===== src/rtl/change_hopper_ctrl.sv =====
// change_hopper_ctrl: queues change-request pulses as pending coins and drives
// the nickel/dime hoppers one coin at a time through an eject/sense handshake
// with a jam timeout. Tracks inventory, low-change and latched fault status.
// Optional build macro HOPPER_AUDIT_EN adds the audit_cents running total.
module change_hopper_ctrl #(
   parameter int CNT_W    = 8,
   parameter int PEND_W   = 4,
   parameter int TIMEOUT  = 16,
   parameter int LOW_MARK = 2
) (
   input  logic             clk,
   input  logic             reset_n,
   input  logic             nickel_out,
   input  logic             dime_out,
   input  logic             two_dime_out,
   input  logic             load,
   input  logic [CNT_W-1:0] nickels,
   input  logic [CNT_W-1:0] dimes,
   input  logic             coin_sensed,
   input  logic             fault_clr,
   output logic             n_eject,
   output logic             d_eject,
   output logic             busy,
   output logic             low_change,
   output logic             fault,
   output logic [1:0]       fault_code,
   output logic [CNT_W-1:0] nickel_cnt,
`ifdef HOPPER_AUDIT_EN
   output logic [CNT_W-1:0] dime_cnt,
   output logic [15:0]      audit_cents
`else
   output logic [CNT_W-1:0] dime_cnt
`endif
);

   localparam int                TMO_W    = $clog2(TIMEOUT + 1);
   localparam logic [PEND_W+1:0] PEND_MAX = (PEND_W+2)'((1 << PEND_W) - 1);
   localparam logic [TMO_W-1:0]  TMO_LAST = TMO_W'(TIMEOUT - 1);
   localparam logic [CNT_W-1:0]  LOW_LVL  = CNT_W'(LOW_MARK);

   typedef enum logic [2:0] {S_IDLE, S_EJECT, S_WAIT, S_GAP, S_FAULT} state_t;

   state_t            state, state_nx;
   logic              sel_d, sel_d_nx;   // 1: serving a dime, 0: a nickel
   logic [TMO_W-1:0]  tmo, tmo_nx;
   logic [PEND_W-1:0] pend_n, pend_d, pend_n_nx, pend_d_nx;
   logic [PEND_W+1:0] sum_n, sum_d;
   logic [1:0]        code_nx;
   logic              retire, jam, dry, ovf, ret_n, ret_d;

   assign ret_n   = retire & ~sel_d;
   assign ret_d   = retire &  sel_d;
   assign n_eject = (state == S_EJECT) & ~sel_d;
   assign d_eject = (state == S_EJECT) &  sel_d;
   assign fault   = |fault_code;

   // Coin-serving FSM: pick dimes first, dry check, eject, wait for sensor, settle.
   always_comb begin
      state_nx = state;
      sel_d_nx = sel_d;
      tmo_nx   = tmo;
      retire   = 1'b0;
      jam      = 1'b0;
      dry      = 1'b0;
      case (state)
         S_IDLE: begin
            if (pend_d != '0) begin
               sel_d_nx = 1'b1;
               if (dime_cnt == '0) begin
                  dry      = 1'b1;
                  state_nx = S_FAULT;
               end else begin
                  state_nx = S_EJECT;
               end
            end else if (pend_n != '0) begin
               sel_d_nx = 1'b0;
               if (nickel_cnt == '0) begin
                  dry      = 1'b1;
                  state_nx = S_FAULT;
               end else begin
                  state_nx = S_EJECT;
               end
            end
         end
         S_EJECT: begin
            tmo_nx   = '0;
            state_nx = S_WAIT;
         end
         S_WAIT: begin
            if (coin_sensed) begin
               retire   = 1'b1;
               state_nx = S_GAP;
            end else if (tmo == TMO_LAST) begin
               jam      = 1'b1;
               state_nx = S_FAULT;
            end else begin
               tmo_nx = tmo + TMO_W'(1);
            end
         end
         S_GAP:   state_nx = S_IDLE;
         S_FAULT: if (fault_clr) state_nx = S_IDLE;
         default: state_nx = S_IDLE;
      endcase
   end

   // Pending counters: enqueue and retire combine, result saturates.
   always_comb begin
      sum_n = {2'b00, pend_n} + {{(PEND_W+1){1'b0}}, nickel_out}
            - {{(PEND_W+1){1'b0}}, ret_n};
      sum_d = {2'b00, pend_d} + {{(PEND_W+1){1'b0}}, dime_out}
            + {{PEND_W{1'b0}}, two_dime_out, 1'b0}
            - {{(PEND_W+1){1'b0}}, ret_d};
      ovf       = (sum_n > PEND_MAX) | (sum_d > PEND_MAX);
      pend_n_nx = (sum_n > PEND_MAX) ? '1 : sum_n[PEND_W-1:0];
      pend_d_nx = (sum_d > PEND_MAX) ? '1 : sum_d[PEND_W-1:0];
   end

   // Fault code: clear first, then only the first new fault of the window sticks.
   always_comb begin
      code_nx = fault_clr ? 2'b00 : fault_code;
      if (code_nx == 2'b00) begin
         if (jam)      code_nx = 2'b01;
         else if (dry) code_nx = 2'b11;
         else if (ovf) code_nx = 2'b10;
      end
   end

   // FSM state, coin selection and timeout counter.
   always_ff @(posedge clk or negedge reset_n) begin
      if (!reset_n) begin
         state <= S_IDLE;
         sel_d <= 1'b0;
         tmo   <= '0;
      end else begin
         state <= state_nx;
         sel_d <= sel_d_nx;
         tmo   <= tmo_nx;
      end
   end

   // Pending coins and latched fault code.
   always_ff @(posedge clk or negedge reset_n) begin
      if (!reset_n) begin
         pend_n     <= '0;
         pend_d     <= '0;
         fault_code <= 2'b00;
      end else begin
         pend_n     <= pend_n_nx;
         pend_d     <= pend_d_nx;
         fault_code <= code_nx;
      end
   end

   // Inventory: load beats a same-cycle retirement; never decrements below zero.
   always_ff @(posedge clk or negedge reset_n) begin
      if (!reset_n) begin
         nickel_cnt <= '0;
         dime_cnt   <= '0;
      end else if (load) begin
         nickel_cnt <= nickels;
         dime_cnt   <= dimes;
      end else begin
         if (ret_n && nickel_cnt != '0) nickel_cnt <= nickel_cnt - CNT_W'(1);
         if (ret_d && dime_cnt   != '0) dime_cnt   <= dime_cnt   - CNT_W'(1);
      end
   end

   // Status flags, registered one cycle behind the state that drives them.
   always_ff @(posedge clk or negedge reset_n) begin
      if (!reset_n) begin
         busy       <= 1'b0;
         low_change <= 1'b0;
      end else begin
         busy       <= (pend_n != '0) | (pend_d != '0) | (state != S_IDLE);
         low_change <= (nickel_cnt <= LOW_LVL) | (dime_cnt <= LOW_LVL);
      end
   end

`ifdef HOPPER_AUDIT_EN
   // Running total of cents actually dispensed, wraps at 16 bits.
   always_ff @(posedge clk or negedge reset_n) begin
      if (!reset_n)    audit_cents <= 16'd0;
      else if (retire) audit_cents <= audit_cents + (sel_d ? 16'd10 : 16'd5);
   end
`endif

endmodule


===== config.mk =====
export PLATFORM = sky130hd
export DESIGN_NAME = change_hopper_ctrl
export DESIGN_NICKNAME = d
export VERILOG_FILES = /design/src/rtl/change_hopper_ctrl.sv
export SDC_FILE = /design/constraint.sdc
export NUM_CORES = 1
export LEC_CHECK = 0
export ABC_AREA = 1
export CAP_MARGIN = 25
export CELL_PAD_IN_SITES_DETAIL_PLACEMENT = 0
export CELL_PAD_IN_SITES_GLOBAL_PLACEMENT = 2
export CORE_UTILIZATION = 32
export CTS_CLUSTER_DIAMETER = 120
export DETAILED_ROUTE_END_ITERATION = 10
export PLACE_DENSITY_LB_ADDON = 0.1
export SLEW_MARGIN = 30
export SYNTH_ARGS = -nofsm -noshare
export SYNTH_HDL_FRONTEND = slang
export SYNTH_SLANG_ARGS = --single-unit

===== constraint.sdc =====
create_clock -name clk -period 4.7 [get_ports clk]
set_clock_uncertainty 0.05 [all_clocks]
set_input_delay 0.705 -clock clk [delete_from_list [all_inputs] [get_ports clk]]
set_output_delay 0.705 -clock clk [all_outputs]
set_load 0.005 [all_outputs]

==> flow_summary.json, run 1 <==
{
  "status": "complete, no violations",
  "arrival_ps": 3210,
  "grt_max_degree": 38,
  "syn_to_final_growth_pct": 26.0,
  "p_switching_w": 0.000667,
  "synth-warning-count": 0,
  "path_class": "in2reg",
  "cp-start-kind": "input port",
  "ys_types": 31,
  "critPathMaxFanout": 4,
  "wl_per_cell_um": 12.0,
  "fin_tns_setup_ps": 0,
  "ant_nets": 0,
  "die-area_um2": 8160,
  "ys_ff_latch": 37,
  "cp_slowest_cell": "clkdlybuf4s50_1",
  "ff_latch_area_um2": 926,
  "syn_area_um2": 2500,
  "ctsResizeCount": 0,
  "layout_commonest_cell": "nand2_1",
  "syn_nets": 377,
  "swShare_pct": 43.5,
  "grt_pass1_wl_um": 10300,
  "grt_remaining_overflow": 0,
  "drt_first_pass_iters": 4,
  "ff2ff_path_depth": 15,
  "grt_usage_pct": 15.7,
  "ys_seq_area_share_pct": 37.1,
  "cp_slowest_stage_delay_ps": 480,
  "drive_above_1_share_pct": 7.85,
  "ioPinCount": 47,
  "postCtsSetupBuffers": 0,
  "fp-row-count": 31,
  "cp-end-kind": "flop",
  "grt_pass1_vias": 2190,
  "max_freq_ghz": 0.324,
  "finalHoldViolCount": 0,
  "maxCapViolCount": 0,
  "fin_total_pwr_w": 0.00153,
  "dr_total_vias": 2173,
  "rsz0062_at_grt": "no",
  "slew_viol_final": 0,
  "die_w_um": 90.3,
  "power_leakage_nw": 1.56,
  "dpl.cell_count": 473,
  "ir_drop_mv": 0.212,
  "async_flop_share_pct": 100,
  "r2r_slack_ps": 2030,
  "core-area_um2": 7410,
  "layout_common_cells": "73 x nand2_1, 59 x inv_1, 45 x clkdlybuf4s50_1",
  "p_clk_share_pct": 14.5,
  "multi_input_area_um2": 1320,
  "cts_buffer_depth": 2,
  "clkSinkCount": 37,
  "final_nets": 427,
  "avgSynthCellArea_um2": 7.55,
  "seqPwrFrac_pct": 32.6,
  "r2r-end": "pend_d[0]$_DFF_PN0_",
  "slew_headroom_pct": 56.4,
  "rr_startpoint": "state[0]$_DFFE_PN0P_",
  "critPathRequiredTime_ps": 4820,
  "dieHeight_um": 90.3,
  "internal-power_w": 0.000867,
  "viasPerCell": 4.52,
  "antenna_found_initial": 0,
  "hpwl_um": 4450,
  "antenna_cells": 0,
  "fill_cells": 788,
  "drt_iter0_drc": 78,
  "power_frac_comb_pct": 52.9,
  "syn_inst": 331,
  "synth-edff-count": 0,
  "finalSetupViolCount": 0,
  "start_util_pct": 33.7,
  "cts_made_buffers": 5,
  "wl_um": 5790,
  "worst_path_most_repeated_cell": "inv_1",
  "powerDensity_nw_per_um2": 488,
  "portBuffers": 46,
  "finalCritPeriodShare_pct": 65.7,
  "holdWs_ps": 331,
  "clk_pin_slew_ps": 80,
  "hold_path.class": "in2async",
  "drc": 0,
  "hold_buffers": 0,
  "htreeDepth": 2,
  "ys.flop_type": "dfrtp_1",
  "gp_congestion": 0.796,
  "fin_crit_ps": 3090,
  "cts_tree": "yes",
  "finalNonFillerCells": 481,
  "tightestPinTransition_ps": 652,
  "clock_latency_ps": 290,
  "cts-root-buf": "clkbuf_8",
  "crit_chain": "clkdlybuf4s50_1 > inv_1 > nor2_4 > inv_1 > nor2_1 > ha_1 > inv_1 > ha_1 > inv_1 > fa_1 > inv_1 > nand3_1 > nand3_1 > nand3_1 > or2_2"
}
-- cell usage after synthesis, drive strengths merged, types with 2 or more instances --
cell type  number  area, um2
nand2          78        305
inv            62        233
dfrtp          37        926
nand3          36        215
nor2           34        140
o21ai          25        133
ha             20        250
a21oi          11       55.1
o211ai          6       58.8
o22ai           3       18.8
or2             3       18.8
xor2            3       26.3
buf             2       16.3
fa              2       40.0
nor3            2       10.0
o31ai           2       15.0
-- sequential cells by signal (all words and copies together), names as in the netlist --
name	cells
nickel_cnt	8
dime_cnt	8
pend_n	4
sel_d	1
pend_d	4
low_change	1
state	3
fault_code	2
busy	1
tmo	5
-- kinds of logic after synthesis --
group / synth area share, %
mux: 0.401
buf+inv: 10.1
xor+xnor: 1.05
fa+ha+maj: 11.6
compound gates: 11.8
flops: 37.1
simple gates: 27.9
-- layout make-up --
cell class / instances / area share (%)
clock inverter: 3 / 0.557
clock buffer: 5 / 2.19
sequential: 37 / 29.4
inverter: 62 / 7.40
multi-input combinational: 229 / 41.9
timing repair buffer: 46 / 14.6
tap: 99 / 3.94
-- how the worst max path moves through the flow --
stage	from	slack, ps	endpoint
floorplan	coin_sensed	2010	pend_d[0]$_DFF_PN0_
global placement	coin_sensed	1360	pend_d[0]$_DFF_PN0_
detailed placement	coin_sensed	1310	pend_d[0]$_DFF_PN0_
CTS	coin_sensed	1610	pend_d[0]$_DFF_PN0_
global route	coin_sensed	1410	fault_code[1]$_DFF_PN0_
finish	coin_sensed	1610	pend_d[0]$_DFF_PN0_
-- power by group through the flow --
stage          logic, W  registers [W]  clock network, W
4_1_cts        0.000823       0.000501          0.000234
3_5_place_dp   0.000818       0.000507                 0
2_1_floorplan  0.000563       0.000492                 0
6_report       0.000812       0.000500          0.000222
5_1_grt        0.000948       0.000517          0.000246
3_3_place_gp   0.000815       0.000506                 0
-- stage by stage --
step / instance area, um2 / utilization (%) / worst slack [ps]
after floorplan: 2500 / - / 2010
after global placement: 3060 / 41.3 / 1360
after detailed placement: 3060 / 41.3 / 1310
after CTS: 3140 / 42.4 / 1610
after global routing: 3150 / 42.5 / 1410
final: 3150 / 42.5 / 1610
-- critical path: cells and delay by family --
family | cells | cell delay, ps
adders and majority gates | 3 | 770
buffers and inverters | 6 | 880
and+or+nand+nor | 6 | 860
-- routing by layer --
layer / global-route usage [%] / wire length (um) / vias up
met1: 21.5 / 2890 / 979
met4: 4.03 / 35 / 0
met2: 25.3 / 2690 / 34
met5: 0 / 0 / -
met3: 2.86 / 179 / 2
li1: - / - / 1158
Power figures use the tool's default switching activity.
==> run 2: changes to the inputs <==
CORE_UTILIZATION = 30   (was 32)
clock period = 3.1 ns   (was 4.7 ns; I/O delays follow)
==> run 2 against run 1 <==
  * Highest routed layer unchanged
  * Clock-buffer cell count is 1 higher
  * First-iteration DRC count is 12% lower
  * Total power is 60% higher
==> flow_summary.json, run 2 (synthesis results as in run 1) <==
{
  "status": "complete, no violations",
  "grt_pass1_vias": 2119,
  "finalSetupViolCount": 0,
  "rsz0062_at_grt": "no",
  "die_w_um": 93.2,
  "grt_usage_pct": 14.9,
  "cp_slowest_cell": "clkdlybuf4s50_1",
  "dpl.cell_count": 481,
  "gp_congestion": 0.731,
  "tightestPinTransition_ps": 522,
  "max_freq_ghz": 0.363,
  "arrival_ps": 2880,
  "drt_iter0_drc": 69,
  "core-area_um2": 7890,
  "holdWs_ps": 86.5,
  "wl_um": 6000,
  "cp-start-kind": "input port",
  "reg_top3": "dime_cnt: 8 flops, nickel_cnt: 8 flops, tmo: 5 flops",
  "start_util_pct": 31.7,
  "critical_path.top_delay_family": "buffers and inverters",
  "postCtsSetupBuffers": 0,
  "cts_tree": "yes",
  "dr_total_vias": 2204,
  "antenna_found_initial": 0,
  "drt_first_pass_iters": 4,
  "layout_common_cells": "73 x nand2_1, 59 x inv_1, 45 x clkdlybuf4s50_1",
  "layout_commonest_cell": "nand2_1",
  "wl_per_cell_um": 12.3,
  "portBuffers": 46,
  "fin_total_pwr_w": 0.00246,
  "clock_latency_ps": 300,
  "ioPinCount": 47,
  "fp-row-count": 32,
  "syn_to_final_growth_pct": 29.0,
  "drive_above_1_share_pct": 9.04,
  "crit_buf_inv": 6,
  "hpwl_um": 4580,
  "ctsResizeCount": 0,
  "finalCritPeriodShare_pct": 88.8,
  "cts_made_buffers": 5,
  "clk_pin_slew_ps": 90,
  "powerDensity_nw_per_um2": 764,
  "fin_tns_setup_ps": 0,
  "dieHeight_um": 93.2,
  "ir_drop_mv": 0.306,
  "fin_crit_ps": 2750,
  "clkSinkCount": 37,
  "hold_buffers": 0,
  "path_class": "in2reg",
  "finalHoldViolCount": 0,
  "viasPerCell": 4.51,
  "finalNonFillerCells": 489,
  "ant_nets": 0,
  "cp-end-kind": "flop",
  "final_nets": 432,
  "grt_pass1_wl_um": 10100,
  "cts_buffer_depth": 2,
  "crit_chain": "clkdlybuf4s50_1 > inv_1 > nor2_4 > inv_1 > nor2_1 > ha_1 > inv_1 > ha_1 > inv_1 > fa_1 > inv_1 > nand3_1 > nand3_1 > nand3_1 > or2_2",
  "grt_max_degree": 38,
  "htreeDepth": 2,
  "worst_path_most_repeated_cell": "inv_1",
  "cts-root-buf": "clkbuf_8",
  "power_leakage_nw": 1.59,
  "cp_slowest_stage_delay_ps": 490,
  "critPathRequiredTime_ps": 3230,
  "slew_headroom_pct": 65.2,
  "slew_viol_final": 0,
  "maxCapViolCount": 0,
  "die-area_um2": 8690,
  "grt_remaining_overflow": 0,
  "critPathMaxFanout": 3,
  "hold_path.class": "in2async",
  "drc": 0,
  "antenna_cells": 0
}
run 2: changes by cell type in the layout (fill, tap and decap cells not counted):
cell       previous run  this run
buf_4                 1         6
clkinv_2              2         0
clkbuf_8              5         6
bufinv_16             0         1
run 2: area by class of cell:
type,instances,area (um2)
Tap cell,102,128
Sequential cell,37,926
Fill cell,808,4670
Clock buffer,6,82.6
Clock inverter,2,37.5
Inverter,62,233
Multi-Input combinational cell,229,1320
Timing Repair Buffer,51,495
run 2: metal layers:
metal	track usage [%]	share of wire, %	up-vias
li1	-	-	1160
met3	2.85	3.2	8
met2	24.1	47	32
met1	19.7	48	1004
met4	5.77	1.5	0
met5	0	0	-
run 2: power breakdown:
group,leakage [nW],internal (W),switching [W],total [W]
Combinational,1.09,0.000545,0.000705,0.00125
Clock,0.0574,0.000262,0.000195,0.000457
Sequential,0.443,0.000631,0.000123,0.000754
Total,1.59,0.00144,0.00102,0.00246
run 2: worst paths after layout:
path	depth (start not counted)	slack (ps)	endpoint	start
worst min register to register	1	470	tmo[0]$_DFFE_PN0P_	tmo[0]$_DFFE_PN0P_
max in group asynchronous	1	2550	pend_d[3]$_DFF_PN0_	reset_n
worst max-delay path	15	350	pend_d[0]$_DFF_PN0_	coin_sensed
worst min-delay path	1	90	busy$_DFF_PN0_	reset_n
min in group clk	1	470	tmo[0]$_DFFE_PN0P_	tmo[0]$_DFFE_PN0P_
worst max register to register	15	520	pend_d[0]$_DFF_PN0_	state[2]$_DFFE_PN0P_
run 2: through the flow:
stage               util, %  setup slack, ps  area [um2]
floorplan                 -              652        2500
global placement       39.3             54.8        3100
detailed placement     39.3             17.9        3100
CTS                    40.8              320        3220
global route           40.8              155        3220
finish                 40.8              346        3220
==> run 3: changes to the inputs <==
GPL_TIMING_DRIVEN = 0   (was not set)
==> run 3 against run 2 <==
  * Worst setup slack got worse by 140 ps
  * Maximum frequency fell by 4.9%
  * Largest cell class unchanged
  * Wire length fell by 0.32%
  * Global-route usage is essentially flat
  * First-iteration DRC count fell by 16%
  * Critical path depth stayed put
  * Design area is the same
  * Die area unchanged
  * Final cell count fell by 0.20%
  * Total power decreased by 0.14%
==> flow_summary.json, run 3 (synthesis results as in run 1) <==
{
  "cp-end-kind": "flop",
  "slew_headroom_pct": 65.7,
  "antenna_found_initial": 0,
  "dpl.cell_count": 480,
  "start_util_pct": 31.7,
  "clk_pin_slew_ps": 90,
  "final_nets": 431,
  "cts_buffer_depth": 2,
  "hpwl_um": 4690,
  "grt_remaining_overflow": 0,
  "max_freq_ghz": 0.345,
  "drive_above_1_share_pct": 8.55,
  "finalSetupViolCount": 0,
  "grt_max_degree": 24,
  "dieHeight_um": 93.2,
  "htreeDepth": 2,
  "powerDensity_nw_per_um2": 763,
  "antenna_cells": 0,
  "layout_common_cells": "73 x nand2_1, 59 x inv_1, 45 x clkdlybuf4s50_1",
  "fin_tns_setup_ps": 0,
  "finalCritPeriodShare_pct": 93.4,
  "core-area_um2": 7890,
  "cp-start-kind": "input port",
  "ioPinCount": 47,
  "grt_pass1_wl_um": 10200,
  "die_w_um": 93.2,
  "portBuffers": 46,
  "clock_latency_ps": 290,
  "ctsResizeCount": 0,
  "cp_slowest_stage_delay_ps": 490,
  "ir_drop_mv": 0.290,
  "maxCapViolCount": 0,
  "fp-row-count": 32,
  "arrival_ps": 3020,
  "worst_path_most_repeated_cell": "inv_1",
  "fin_crit_ps": 2900,
  "critPathRequiredTime_ps": 3230,
  "finalHoldViolCount": 0,
  "die-area_um2": 8690,
  "tightestPinTransition_ps": 514,
  "hold_buffers": 0,
  "reg_top3": "dime_cnt: 8 flops, nickel_cnt: 8 flops, tmo: 5 flops",
  "wl_um": 5980,
  "rsz0062_at_grt": "no",
  "cp_slowest_cell": "clkdlybuf4s50_1",
  "finalNonFillerCells": 488,
  "hold_path.class": "in2async",
  "cts-root-buf": "clkbuf_8",
  "gp_congestion": 0.719,
  "ant_nets": 0,
  "cts_tree": "yes",
  "cts_made_buffers": 5,
  "syn_to_final_growth_pct": 29.0,
  "critical_path.top_delay_family": "buffers and inverters",
  "grt_usage_pct": 14.9,
  "holdWs_ps": 27.2,
  "crit_chain": "clkdlybuf4s50_1 > inv_1 > nor2_4 > inv_1 > nor2_1 > ha_1 > inv_1 > ha_1 > inv_1 > fa_1 > inv_1 > nand3_1 > nand3_1 > nand3_1 > or2_2",
  "status": "complete, no violations",
  "drt_first_pass_iters": 4,
  "layout_commonest_cell": "nand2_1",
  "power_leakage_nw": 1.59,
  "viasPerCell": 4.53,
  "grt_pass1_vias": 2144,
  "clkSinkCount": 37,
  "path_class": "in2reg",
  "critPathMaxFanout": 4,
  "drc": 0,
  "drt_iter0_drc": 58,
  "slew_viol_final": 0,
  "dr_total_vias": 2213,
  "crit_buf_inv": 6,
  "wl_per_cell_um": 12.3,
  "postCtsSetupBuffers": 0
}
==> run 3: worst reg2reg max path: stages (launching register included) <==
cell and delay, ps:
dfrtp_1 390, inv_1 110, nand3_4 110, nor2_4 150, inv_1 100, nor2_1 110
ha_1 230, inv_1 60, ha_1 160, inv_1 60, fa_1 380, inv_1 90
nand3_1 90, nand3_1 90, nand3_1 130, or2_2 290
==> run 3: cell type report <==
type,instances,area [um2]
buffer,3,20.0
clock buffer,6,82.6
clock inverter,2,37.5
fill,828,4670
inverter,62,233
multi-input combinational,229,1320
sequential,37,926
tap,102,128
timing repair buffer,47,475
==> run 3: report_power, final <==
group / leakage [nW] / total, W / internal (W) / switching, W
logic: 1.09 / 0.00125 / 0.000537 / 0.000714
clock network: 0.0574 / 0.000450 / 0.000262 / 0.000189
registers: 0.443 / 0.000756 / 0.000631 / 0.000125
==> run 3: layer usage <==
layer | share of wire [%] | vias to the layer above | track usage (%)
li1 | - | 1156 | -
met1 | 48 | 1014 | 20.1
met2 | 47 | 37 | 24.1
met3 | 3.9 | 6 | 2.93
met4 | 1.2 | 0 | 4.23
met5 | 0 | - | 0
==> run 3: metrics by stage <==
stage | util, % | power, W | setup slack [ps] | area (um2)
6_report | 40.8 | 0.00246 | 205 | 3220
5_1_grt | 40.8 | 0.00273 | 0.710 | 3220
4_1_cts | 40.8 | 0.00249 | 195 | 3220
3_5_place_dp | 39.3 | 0.00203 | -106 | 3100
3_3_place_gp | 39.1 | 0.00202 | -161 | 3090
2_1_floorplan | - | 0.00160 | 652 | 2500
==> run 3: worst paths after layout <==
check / startpoint / to / slack, ps / depth (start not counted)
max: coin_sensed / pend_d[0]$_DFF_PN0_ / 200 / 15
min: reset_n / tmo[3]$_DFFE_PN0P_ / 30 / 1
max reg2reg: state[0]$_DFFE_PN0P_ / pend_d[0]$_DFF_PN0_ / 380 / 15
min reg2reg: tmo[0]$_DFFE_PN0P_ / tmo[0]$_DFFE_PN0P_ / 460 / 1
max in group asynchronous: reset_n / dime_cnt[0]$_DFFE_PN0P_ / 2500 / 2
min in group clk: tmo[0]$_DFFE_PN0P_ / tmo[0]$_DFFE_PN0P_ / 460 / 1
